==> src/rtl/dcsk_rx_pkg.sv <==
// Shared receiver-side definitions: FSM states, frame geometry and the
// correlation decision helper.
package dcsk_rx_pkg;

  localparam int FRAME_LEN = 256;
  localparam int SEED_W    = 16;
  localparam int IDX_W     = 8;
  localparam int AGREE_W   = 9;
  localparam int CORR_W    = 10;

  typedef enum logic [1:0] {
    ST_IDLE  = 2'd0,
    ST_LOAD  = 2'd1,
    ST_ACCUM = 2'd2,
    ST_DONE  = 2'd3
  } state_e;

  // Correlation = 2*agree - FRAME_LEN, computed one bit wider to keep the sign.
  function automatic logic signed [CORR_W:0] corr_from_agree(input logic [AGREE_W-1:0] agree);
    logic signed [CORR_W:0] doubled;
    doubled = $signed({1'b0, agree, 1'b0});
    return doubled - (CORR_W+1)'(FRAME_LEN);
  endfunction

  // Returns {bit, erasure}: values inside the dead zone [-thr, +thr] are erased.
  function automatic logic [1:0] decide(input logic signed [CORR_W:0] corr,
                                        input logic signed [CORR_W:0] thr);
    if (corr > thr) begin
      return 2'b10;
    end else if (corr < -thr) begin
      return 2'b00;
    end else begin
      return 2'b01;
    end
  endfunction

endpackage

==> src/rtl/wire_shuffler_pkg.sv <==
// Wire permutation table shared by the chaos transmitter and receiver.
// Unshuffled sequence bit j is placed at position SHUFFLE_MATRIX[j].
package wire_shuffler_pkg;

  localparam int SHUF_LEN = 256;

  typedef logic [SHUF_LEN-1:0][7:0] shuffle_t;

  // An odd multiplier modulo 256 gives a bijection, so each position is hit once.
  function automatic shuffle_t build_shuffle();
    shuffle_t m;
    for (int j = 0; j < SHUF_LEN; j++) begin
      m[j] = 8'((j * 167 + 89) % 256);
    end
    return m;
  endfunction

  localparam shuffle_t SHUFFLE_MATRIX = build_shuffle();

endpackage

==> src/rtl/chaos_xpander.sv <==
// Expands a 16-bit chaos seed into the 256-chip spreading sequence:
// U[16i+k] = x[i] ? x[k] : ~x[k], then scattered through the wire shuffle.
module chaos_xpander
  import wire_shuffler_pkg::*;
(
  input  logic [15:0]  chaos_i,
  output logic [255:0] seq_o
);

  logic [255:0] unshuf;

  // Outer-product style expansion: row i selects true or inverted seed.
  for (genvar gi = 0; gi < 16; gi++) begin : g_row
    for (genvar gk = 0; gk < 16; gk++) begin : g_col
      assign unshuf[16*gi+gk] = chaos_i[gi] ? chaos_i[gk] : ~chaos_i[gk];
    end
  end

  // Permutation: every output bit is driven by exactly one unshuffled bit.
  for (genvar gi = 0; gi < SHUF_LEN; gi++) begin : g_shuf
    assign seq_o[SHUFFLE_MATRIX[gi]] = unshuf[gi];
  end

endmodule

==> src/rtl/chaos_despreader.sv <==
// Chaos-sequence despreader: correlates 256 received hard chips against the
// locally regenerated sequence and decides one data bit per frame, with an
// erasure dead zone of +/-THRESH around zero correlation.
module chaos_despreader
  import dcsk_rx_pkg::*;
#(
  parameter int unsigned THRESH = 0
) (
  input  logic        i_clk,
  input  logic        i_rst_n,
  input  logic        i_start,
  input  logic [15:0] i_chaos,
  input  logic        i_chip,
  input  logic        i_chip_valid,
  output logic        o_chip_ready,
  output logic        o_frame_valid,
  output logic        o_bit,
  output logic        o_erasure,
  output logic [9:0]  o_corr,
  output logic [8:0]  o_agree_cnt
);

  localparam logic signed [CORR_W:0] THRESH_S = (CORR_W+1)'(THRESH);

  state_e                  state_q;
  logic [SEED_W-1:0]       chaos_q;
  logic [FRAME_LEN-1:0]    exp_q;
  logic [IDX_W-1:0]        idx_q;
  logic [AGREE_W-1:0]      agree_q;
  logic                    frame_valid_q;
  logic                    bit_q;
  logic                    erasure_q;
  logic [CORR_W-1:0]       corr_q;
  logic [AGREE_W-1:0]      agree_out_q;

  logic [FRAME_LEN-1:0]    exp_seq;
  logic                    chip_acc;
  logic                    chip_match;
  logic                    last_chip;
  logic [AGREE_W-1:0]      agree_d;
  logic signed [CORR_W:0]  corr_d;
  logic [1:0]              decision_d;

  // Sequence generator runs on the latched seed; its output is captured in LOAD.
  chaos_xpander u_xpander (
    .chaos_i (chaos_q),
    .seq_o   (exp_seq)
  );

  // A start request in ACCUM pre-empts any chip offered in the same cycle.
  assign o_chip_ready = (state_q == ST_ACCUM) & ~i_start;
  assign chip_acc     = i_chip_valid & o_chip_ready;
  assign chip_match   = (i_chip == exp_q[idx_q]);
  assign last_chip    = (idx_q == IDX_W'(FRAME_LEN - 1));

  // Running agreement including the chip accepted this cycle, and its decision.
  always_comb begin
    agree_d    = agree_q + {{(AGREE_W-1){1'b0}}, chip_match};
    corr_d     = corr_from_agree(agree_d);
    decision_d = decide(corr_d, THRESH_S);
  end

  // Frame control FSM with registered result outputs.
  always_ff @(posedge i_clk or negedge i_rst_n) begin
    if (!i_rst_n) begin
      state_q       <= ST_IDLE;
      chaos_q       <= '0;
      exp_q         <= '0;
      idx_q         <= '0;
      agree_q       <= '0;
      frame_valid_q <= 1'b0;
      bit_q         <= 1'b0;
      erasure_q     <= 1'b0;
      corr_q        <= '0;
      agree_out_q   <= '0;
    end else begin
      frame_valid_q <= 1'b0;
      unique case (state_q)
        ST_IDLE: begin
          if (i_start) begin
            chaos_q <= i_chaos;
            state_q <= ST_LOAD;
          end
        end
        ST_LOAD: begin
          // Start requests here are deliberately ignored.
          exp_q   <= exp_seq;
          idx_q   <= '0;
          agree_q <= '0;
          state_q <= ST_ACCUM;
        end
        ST_ACCUM: begin
          if (i_start) begin
            // Abort: drop partial frame and reload with the new seed.
            chaos_q <= i_chaos;
            state_q <= ST_LOAD;
          end else if (chip_acc) begin
            idx_q   <= idx_q + IDX_W'(1);
            agree_q <= agree_d;
            if (last_chip) begin
              state_q       <= ST_DONE;
              frame_valid_q <= 1'b1;
              bit_q         <= decision_d[1];
              erasure_q     <= decision_d[0];
              corr_q        <= corr_d[CORR_W-1:0];
              agree_out_q   <= agree_d;
            end
          end
        end
        ST_DONE: begin
          if (i_start) begin
            chaos_q <= i_chaos;
            state_q <= ST_LOAD;
          end else begin
            state_q <= ST_IDLE;
          end
        end
        default: state_q <= ST_IDLE;
      endcase
    end
  end

  assign o_frame_valid = frame_valid_q;
  assign o_bit         = bit_q;
  assign o_erasure     = erasure_q;
  assign o_corr        = corr_q;
  assign o_agree_cnt   = agree_out_q;

endmodule

==> config.mk <==
export PLATFORM = sky130hd
export DESIGN_NAME = chaos_despreader
export DESIGN_NICKNAME = d
export VERILOG_FILES = /design/src/rtl/dcsk_rx_pkg.sv /design/src/rtl/wire_shuffler_pkg.sv /design/src/rtl/chaos_xpander.sv /design/src/rtl/chaos_despreader.sv
export SDC_FILE = /design/constraint.sdc
export NUM_CORES = 1
export LEC_CHECK = 0
export BUFFER_PORTS_ARGS = -buffer_cell sky130_fd_sc_hd__clkbuf_2
export CAP_MARGIN = 20
export CORE_ASPECT_RATIO = 1.4
export CORE_MARGIN = 2
export CORE_UTILIZATION = 57
export DETAILED_ROUTE_END_ITERATION = 12
export PLACE_DENSITY = 0.75
export SKIP_LAST_GASP = 1
export SLEW_MARGIN = 20
export SYNTH_ARGS = -nofsm -noshare
export SYNTH_HDL_FRONTEND = slang
export SYNTH_SLANG_ARGS = --single-unit
==> constraint.sdc <==
create_clock -name i_clk -period 4.75 [get_ports i_clk]
set_clock_uncertainty 0.1 [all_clocks]
set_input_delay 0 -clock i_clk [delete_from_list [all_inputs] [get_ports i_clk]]
set_output_delay 0 -clock i_clk [all_outputs]
set_load 0.03 [all_outputs]
==> results of run 1 <==
kinds of logic (layout without fill, tap and decap cells):
| family | after synthesis | after routing | synth area share |
|---|---|---|---|
| and+or+nand+nor | 235 | 235 | 0.1003 |
| AOI/OAI and AO/OA | 202 | 202 | 0.1169 |
| DFF | 170 | 170 | 0.4293 |
| xor gates and xnor gates | 133 | 133 | 0.1176 |
| buffers and inverters | 120 | 127 | 0.05834 |
| muxes | 100 | 100 | 0.1734 |
| adders and majority gates | 3 | 3 | 0.003789 |
| other | 1 | 1 | 0.0003785 |
worst max-delay path: cells and delay by family (launching register included):
family,cells,cell delay [ns]
fa+ha+maj,1,0.27
simple gates,3,0.69
xor+xnor,2,0.44
mux,3,0.98
compound gates,6,0.86
buf+inv,1,0.29
flops,1,0.61
state kept, by name, summed over array words and instances, names as in the netlist:
signal / cells
exp_q: 121
chaos_q: 16
agree_q: 9
o_agree_cnt: 9
idx_q: 8
o_corr: 2
state_q: 2
o_bit: 1
o_erasure: 1
o_frame_valid: 1
area by class of cell:
| cell class | count | share of cell area |
|---|---|---|
| clock buffer | 20 | 0.04182 |
| clock inverter | 12 | 0.01489 |
| inverter | 12 | 0.004125 |
| multi-input combinational | 674 | 0.4663 |
| sequential | 170 | 0.3902 |
| tap | 236 | 0.02704 |
| timing repair buffer | 83 | 0.05557 |
per-stage QoR:
step	instances	setup WS (ns)	util	power (mW)	hold WS (ns)
after floorplan	964	0.7108	-	3.885	-0.3956
after global placement	1154	0.3723	0.5862	4.534	-0.07257
after detailed placement	1154	0.3157	0.5862	4.599	-0.07427
after CTS	1206	0.2805	0.6338	6.080	0.02731
after global routing	1207	0.08486	0.6354	6.420	0.06580
final	1207	0.3876	0.6354	6.099	0.01010
cells in the mapped netlist, types with 2 or more instances:
cell type  count
inv_1         12
nand2_1      151
nand3_1       14
mux2_2        23
buf_4         15
and2_0         2
o311ai_0       3
o31ai_1        3
xnor2_1        8
o41ai_1        2
buf_6          6
and2_1         2
a21oi_1       15
nand4_1        3
ha_1           3
and3_1         4
clkbuf_1      61
mux2i_1       22
o22ai_1        9
or3_1          2
a31oi_1        2
xor2_1       125
o2111a_1       2
nor2b_1        5
a211oi_1       7
mux4_2        55
nor2_1        31
a221oi_1       2
o211ai_1       5
nand2b_1       8
dfrtp_1      170
o21a_1         2
buf_2         12
a41oi_1        2
buf_1         13
o21ai_0      137
nor3_1         9
power groups by stage:
stage	clock [mW]	combinational [mW]	sequential [mW]
final	1.46	1.72	2.91
after global routing	1.54	1.92	2.96
after CTS	1.48	1.71	2.90
after detailed placement	0	1.68	2.92
after global placement	0	1.63	2.91
after floorplan	0	1.60	2.28
timing repair:
item | CTS | global route
hold endpoints to repair | 88 | 0
hold buffers | 20 | 0
gates resized for setup | 0 | 3
endpoints found under the setup margin | 0 | 2
setup buffers | 0 | 1
layer usage:
metal  part of all wire  GRT usage  vias to the layer above
met5                  0          0                        -
met4              0.046     0.1451                        0
met3              0.051    0.05275                       89
met2               0.52     0.5221                      285
met1               0.38     0.3945                     3597
li1                   -          -                     3316
worst max-delay path by stage:
stage | from | to | slack, ns | cells after the start
global route | idx_q[1]$_DFFE_PN0P_ | o_bit$_DFFE_PN0P_ | 0.08 | 16
global placement | idx_q[0]$_DFFE_PN0P_ | o_bit$_DFFE_PN0P_ | 0.37 | 15
detailed placement | idx_q[1]$_DFFE_PN0P_ | o_bit$_DFFE_PN0P_ | 0.32 | 14
CTS | idx_q[1]$_DFFE_PN0P_ | o_bit$_DFFE_PN0P_ | 0.28 | 14
floorplan | idx_q[0]$_DFFE_PN0P_ | o_corr[8]$_DFFE_PN0P_ | 0.71 | 19
finish | idx_q[0]$_DFFE_PN0P_ | o_bit$_DFFE_PN0P_ | 0.39 | 16
==> metrics, run 1 <==
Die ar.=18,470 µm²; drt pass-1 iters=5; fin nets=982; 1st-iter DRT viols=slightly above 700; layout cells sized above 1=0.1823; total internal power=between 3 and 4 mW; Sum Neg Setup Slack=0 ns; area delta synth->final=10.22%; number of vias per cell=a little over 6; Clock transition at path regs=~0.070 ns; net load switching power=between 2 and 2.5 mW; CTS tree=done; R2R Setup Slk=around 0.39 ns; chip width=around 120 µm; synthesized area=~9900 µm²; WP data required=around 5.0 ns; Final period util=0.9184; Leakage=between 4 and 5 nW; CTS sink count=170; post-route design area=about 11,000 µm²; drt drc=0; Seq pwr share=0.477; root buffer cell=clkbuf_16; crit-path cells=buf_4 > mux4_2 > mux2i_1 > o21ai_0 > a31oi_1 > a221o_1 > a32oi_1 > xnor2_1 > ha_1 > and3_1 > nand3_1 > xor2_2 > o211ai_1 > and4b_1 > a311oi_1 > mux2_2; Final setup viols=0; result of the run=finished, final reports clean; sequential area share after synthesis=0.4293; worst-path fanout max=15; Final Critical Period=4.362 ns; Worst VDD drop=roughly 0.40 mV; Synth top area share=0.4293; Rel. slew slack=0.2490; CP max-delay cell=dfrtp_4; CTS Buffer Depth=2; worst-margin pin slew=between 1 and 1.5 ns; CP max stage delay=between 0.6 and 0.7 ns; GPL Wtd Cong=between 1 and 1.5; min-delay worst type=in2async; die height=roughly 160 µm; I/O pin cnt=44; area of the multi-input gates=5092 µm²; pin count of the biggest net entering global routing=106; register area=~4300 µm²; RSZ-0062 raised after global routing=false; max cap viols=0; via count=around 7.3k; crit path DAT=4.59 ns; routed wire length=27,250 µm; top cells by area, synth=dfrtp_1 43%, mux4_2 13%, xor2_1 11%, o21ai_0 6.9%, nand2_1 5.7%; Yosys warnings=0; Row Count=between 50 and 60; starting density of the core=0.5765; syn_area_per_cell=slightly above 10 µm²; Cells after Synth=964; global-route wire length before repair=roughly 43,000 µm; Synth area leader=dfrtp_1; R2R Path End=o_bit$_DFFE_PN0P_; Async SR Flop Fraction=1.000; vias in the first global route=about 7.3k; TritonCTS Buffers=17; Clk Latency, worst-skew pair=approximately 0.44 ns; HPWL after detailed placement=around 19,000 µm; GR Util All Layers=0.3128; fillcell total=around 1.4k; R2R depth=16; ANT cells=0; Main synth FF type=dfrtp_1; Buffers on Ports=between 40 and 50; number of synthesized flops with an enable pin=0; Slew Viols, Final=0; worst flop-to-flop path startpoint=idx_q[0]$_DFFE_PN0P_; post-synthesis net count=approximately 990; grt total ovfl=0; Comb pwr share=0.283; Yosys cell types=between 50 and 60; most frequent cells in the layout=168 x dfrtp_1, 151 x nand2_1, 137 x o21ai_0, 124 x xor2_1, 55 x mux4_2; count of antenna-violating nets left after detailed routing=0; Switching Share=0.3764; Setup crit end kind=flop; critical path class=reg2reg; PD cells=between 500 and 600 nW/µm²; dpl cell area=10,070 µm²; # H-tree levels=4; startpoint types=flop; Seq cells post-synth=170; Max Freq=about 230 MHz; Hold Fails Final Rpt=0; commonest non-fill, non-tap cell in the layout=dfrtp_1; initial antenna violation count=0; core footprint=17,190 µm²; Clk pwr share=0.240; WL per Instance=about 23 µm
Note: power is estimated with default switching activity, not from simulation.
==> inputs of run 2 (changes only) <==
Settings changed: CTS_BUF_LIST from default to sky130_fd_sc_hd__clkbuf_8.
==> metrics, run 2 (synthesized netlist as in run 1, its figures left out) <==
Fin Hold WS=between 0.05 and 0.06 ns; Final period util=0.9233; RSZ-0062 raised after global routing=false; Finished Core Util=0.6254; starting density of the core=0.5765; fillcell total=1,411; max reg flops=121; core footprint=between 15,000 and 20,000 µm²; PD cells=533.5 nW/µm²; Die ar.=18,470 µm²; root buffer cell=clkbuf_8; initial antenna violation count=0; Slew Viols, Final=0; dpl ws=around 0.32 ns; vias in the first global route=around 7.2k; WP buf/inv=1; Final setup viols=0; register area=4262 µm²; ANT cells=0; met2 WL post-DR=between 10,000 and 15,000 µm; TritonCTS Buffers=17; CP max stage delay=around 0.66 ns; # H-tree levels=4; Leakage=about 4.6 nW; result of the run=finished, final reports clean; Clk Latency, worst-skew pair=0.47 ns; pin count of the biggest net entering global routing=about 110; critical path class=reg2reg; Max Freq=228.0 MHz; via count=~7.3k; HPWL after detailed placement=a little under 20,000 µm; layout cells sized above 1=0.1819; Largest delay share family, worst path=multiplexers; WP data required=roughly 5.0 ns; Row Count=between 50 and 60; max cap viols=0; crit-path cells=buf_12 > mux4_2 > mux2i_1 > o21ai_0 > a31oi_1 > a221o_1 > a32oi_1 > xnor2_1 > ha_1 > and3_1 > nand3_1 > xor2_2 > o211ai_1 > and4b_1 > a311oi_1 > mux2_2; worst-margin pin slew=1.117 ns; WL met1=~11,000 µm; post-route design area=between 10,000 and 15,000 µm²; drt drc=0; Pwr Total=roughly 5.7 mW; routed wire length=27,270 µm; commonest non-fill, non-tap cell in the layout=dfrtp_1; number of vias per cell=around 6.0; I/O pin cnt=44; Final Critical Period=4.385 ns; Reg with most FFs=exp_q; fin nets=approximately 1,000; startpoint types=flop; chip width=between 100 and 150 µm; global-route wire length before repair=about 42,000 µm; drt pass-1 iters=7; Hold Fails Final Rpt=0; Top Metal Used=met4; Worst VDD drop=0.3488 mV; 1st-iter DRT viols=615; Sum Neg Setup Slack=0 ns; grt total ovfl=0; GPL Wtd Cong=around 1.1; setup slack after layout=~0.36 ns; WL met3=~1400 µm; Setup crit end kind=flop; Clock transition at path regs=~0.090 ns; placed cells=1,154; CTS Buffer Depth=2; CTS tree=done; Rel. slew slack=0.2550; GR Util All Layers=0.3099; worst-path fanout max=25; count of antenna-violating nets left after detailed routing=0; CTS sink count=170; WL per Instance=~23 µm; area of the multi-input gates=roughly 5100 µm²; min-delay worst type=in2reg; dpl cell area=10,070 µm²; die height=160 µm; crit path DAT=between 4 and 5 ns; most frequent cells in the layout=168 x dfrtp_1, 151 x nand2_1, 137 x o21ai_0, 124 x xor2_1, 55 x mux4_2; Non-Filler Instances=between 1k and 1.5k; CP max-delay cell=dfrtp_4; Buffers on Ports=between 40 and 50; Largest regs=exp_q (121), chaos_q (16); area delta synth->final=8.486%
[run 2: cell types whose count changed in the layout (fill, tap and decap cells not counted), sizes merged]
cell	before	now
dlygate4sd3	20	22
clkbuf	61	60
inv	15	16
[run 2: worst paths after layout]
check                                       start                      to  slack (ns)  cells after the start
max in group asynchronous                 i_rst_n    idx_q[1]$_DFFE_PN0P_        2.36                      4
min in group asynchronous                 i_rst_n    idx_q[4]$_DFFE_PN0P_        0.49                      3
setup / recovery             idx_q[1]$_DFFE_PN0P_       o_bit$_DFFE_PN0P_        0.36                     16
setup reg to reg             idx_q[1]$_DFFE_PN0P_       o_bit$_DFFE_PN0P_        0.36                     16
hold / removal                             i_chip  agree_q[0]$_DFFE_PN0P_        0.06                      5
hold reg to reg            exp_q[123]$_DFFE_PN0P_  exp_q[123]$_DFFE_PN0P_        0.40                      2
[run 2: timing repair]
item / 4_1_cts / 5_1_grt
buffers inserted: 0 / 1
resized for setup: 0 / 3
hold buffers: 22 / 0
endpoints found under the setup margin: 0 / 2
hold endpoints to repair: 108 / 0
[run 2: area by class of cell]
type                            instances  area share
Tap cell                              236     0.02747
Clock buffer                           19     0.02433
Clock inverter                         13     0.01548
Sequential cell                       170      0.3965
Multi-Input combinational cell        674      0.4737
Inverter                               12    0.004190
Timing Repair Buffer                   85     0.05832
[run 2: worst register-to-register path: cells and delay by family (launching register included)]
kind            cells  cell delay [ns]
compound gates      6             0.88
xor+xnor            2             0.45
fa+ha+maj           1             0.27
buf+inv             1             0.26
flops               1             0.66
mux                 3             0.97
simple gates        3             0.69
[run 2: power breakdown]
part	switching, mW	internal (mW)	leakage [nW]
clock network	0.557	0.554	0.220
logic	0.769	0.948	2.28
registers	0.917	1.99	2.11
[run 2: layer usage]
metal / GRT usage / up-vias
li1: - / 3321
met1: 0.3890 / 3617
met2: 0.5183 / 268
met3: 0.05465 / 75
met4: 0.1424 / 0
met5: 0 / -
==> inputs of run 3 (changes only) <==
Settings changed: CELL_PAD_IN_SITES_DETAIL_PLACEMENT from default to 1, CELL_PAD_IN_SITES_GLOBAL_PLACEMENT from default to 1, CORE_UTILIZATION 57 to 35, CTS_BUF_LIST sky130_fd_sc_hd__clkbuf_8 to sky130_fd_sc_hd__clkbuf_2 sky130_fd_sc_hd__clkbuf_4 sky130_fd_sc_hd__clkbuf_8, PLACE_DENSITY 0.75 to default, PLACE_DENSITY_LB_ADDON from default to 0.1.
==> metrics, run 3 (synthesized netlist as in run 1, its figures left out) <==
result of the run=finished, final reports clean; Clk Latency, worst-skew pair=between 0.4 and 0.5 ns; grt total ovfl=0; WHS Endpoint=agree_q[0]$_DFFE_PN0P_; routed wire length=around 32,000 µm; HPWL after detailed placement=roughly 22,000 µm; worst flop-to-flop path startpoint=idx_q[0]$_DFFE_PN0P_; Slew Viols, Final=0; Buffers on Ports=42; initial antenna violation count=0; Leakage=4.628 nW; startpoint types=flop; layout cells sized above 1=0.1922; R2R Setup Slk=0.38 ns; I/O pin cnt=44; placed cells=between 1k and 1.5k; commonest non-fill, non-tap cell in the layout=dfrtp_1; TritonCTS Buffers=17; core footprint=about 28,000 µm²; vias in the first global route=around 7.5k; most frequent cells in the layout=162 x dfrtp_1, 151 x nand2_1, 137 x o21ai_0, 125 x xor2_1, 55 x mux4_2; Cells on Worst Hold Path=5; Hold Fails Final Rpt=0; 1st-iter DRT viols=roughly 500; via count=7,249; dpl ws=just under 0.4 ns; crit path DAT=4.65 ns; number of vias per cell=5.378; WL met1=roughly 14,000 µm; Non-Filler Instances=roughly 1.3k; drt drc=0; Clock transition at path regs=approximately 0.1 ns; Rel. slew slack=0.2640; CTS sink count=170; ANT cells=0; global-route wire length before repair=49,060 µm; max reg flops=121; root buffer cell=clkbuf_8; worst-margin pin slew=1.104 ns; drt pass-1 iters=5; Row Count=between 70 and 80; # H-tree levels=4; Setup crit end kind=flop; Largest regs=exp_q (121), chaos_q (16); Die ar.=between 20,000 and 30,000 µm²; Max Freq=roughly 230 MHz; setup slack after layout=0.3838 ns; chip width=about 150 µm; Reg with most FFs=exp_q; CTS tree=done; fin nets=between 900 and 1k; Sum Neg Setup Slack=0 ns; count of antenna-violating nets left after detailed routing=0; PD cells=between 500 and 600 nW/µm²; max cap viols=0; R2R depth=14; area delta synth->final=10.82%; GR Util All Layers=0.2236; die height=around 200 µm; Final period util=0.9192; Final setup viols=0; WP data required=around 5.0 ns; Hold Path Origin=i_chip; CTS Buffer Depth=2; Top Metal Used=met4; pin count of the biggest net entering global routing=100; min-delay worst type=in2reg; critical path class=reg2reg; R2R Path End=o_corr[8]$_DFFE_PN0P_; WL per Instance=23.66 µm; starting density of the core=0.3571; worst-path fanout max=21; Final Critical Period=4.366 ns; WL met3=between 900 and 1000 µm; Worst VDD drop=0.2308 mV; met2 WL post-DR=about 16,000 µm; RSZ-0062 raised after global routing=false; GPL Wtd Cong=approximately 0.88
run 3: layer usage:
metal / up-vias / track usage
li1: 3334 / -
met1: 3728 / 0.2848
met2: 147 / 0.3908
met3: 40 / 0.02944
met4: 0 / 0.07871
met5: - / 0
run 3: timing repair:
| action | CTS | global route |
|---|---|---|
| resized for setup | 0 | 0 |
| endpoints found under the hold margin | 104 | 0 |
| hold buffers | 22 | 0 |
| setup buffers | 0 | 0 |
run 3: where the power goes:
part,switching (mW),internal [mW]
clock,0.584,0.620
sequential,0.926,1.99
combinational,0.855,0.955
total,2.37,3.57
run 3: how the worst max path moves through the flow:
stage,startpoint,to,slack [ns],depth (start not counted)
CTS,idx_q[0]$_DFFE_PN0P_,o_corr[8]$_DFFE_PN0P_,0.37,14
finish,idx_q[0]$_DFFE_PN0P_,o_corr[8]$_DFFE_PN0P_,0.38,14
global route,idx_q[0]$_DFFE_PN0P_,o_corr[8]$_DFFE_PN0P_,0.10,14
detailed placement,idx_q[0]$_DFFE_PN0P_,o_corr[8]$_DFFE_PN0P_,0.40,14
global placement,idx_q[0]$_DFFE_PN0P_,o_corr[8]$_DFFE_PN0P_,0.41,14
floorplan,idx_q[0]$_DFFE_PN0P_,o_corr[8]$_DFFE_PN0P_,0.71,19
run 3: critical path: stages (launching register included):
cell      delay [ns]
dfrtp_4         0.65
buf_4           0.30
buf_4           0.21
mux4_2          0.53
a222oi_1        0.34
a221o_1         0.22
a32oi_1         0.09
xnor2_1         0.24
ha_1            0.20
and3_1          0.19
and4_1          0.32
and2_0          0.32
nor2_1          0.10
nand2b_1        0.17
mux2_2          0.26
run 3: cell type report:
cell class	instances	area [µm²]
inverter	12	45.04
sequential	170	4267
fill	3107	16770
clock inverter	11	167.7
tap	370	462.9
clock buffer	21	282.8
multi-input combinational	674	5084
timing repair buffer	90	671.9
run 3: per-stage QoR:
| stage | util | power, mW | instance area, µm² | hold WS [ns] |
|---|---|---|---|---|
| 2_1_floorplan | - | 3.885 | 9908 | -0.3956 |
| 3_3_place_gp | 0.3713 | 4.710 | 10300 | -0.04290 |
| 3_5_place_dp | 0.3713 | 4.764 | 10300 | -0.03614 |
| 4_1_cts | 0.3955 | 5.999 | 10970 | 0.04398 |
| 5_1_grt | 0.3957 | 6.311 | 10980 | 0.09280 |
| 6_report | 0.3957 | 5.932 | 10980 | 0.03438 |
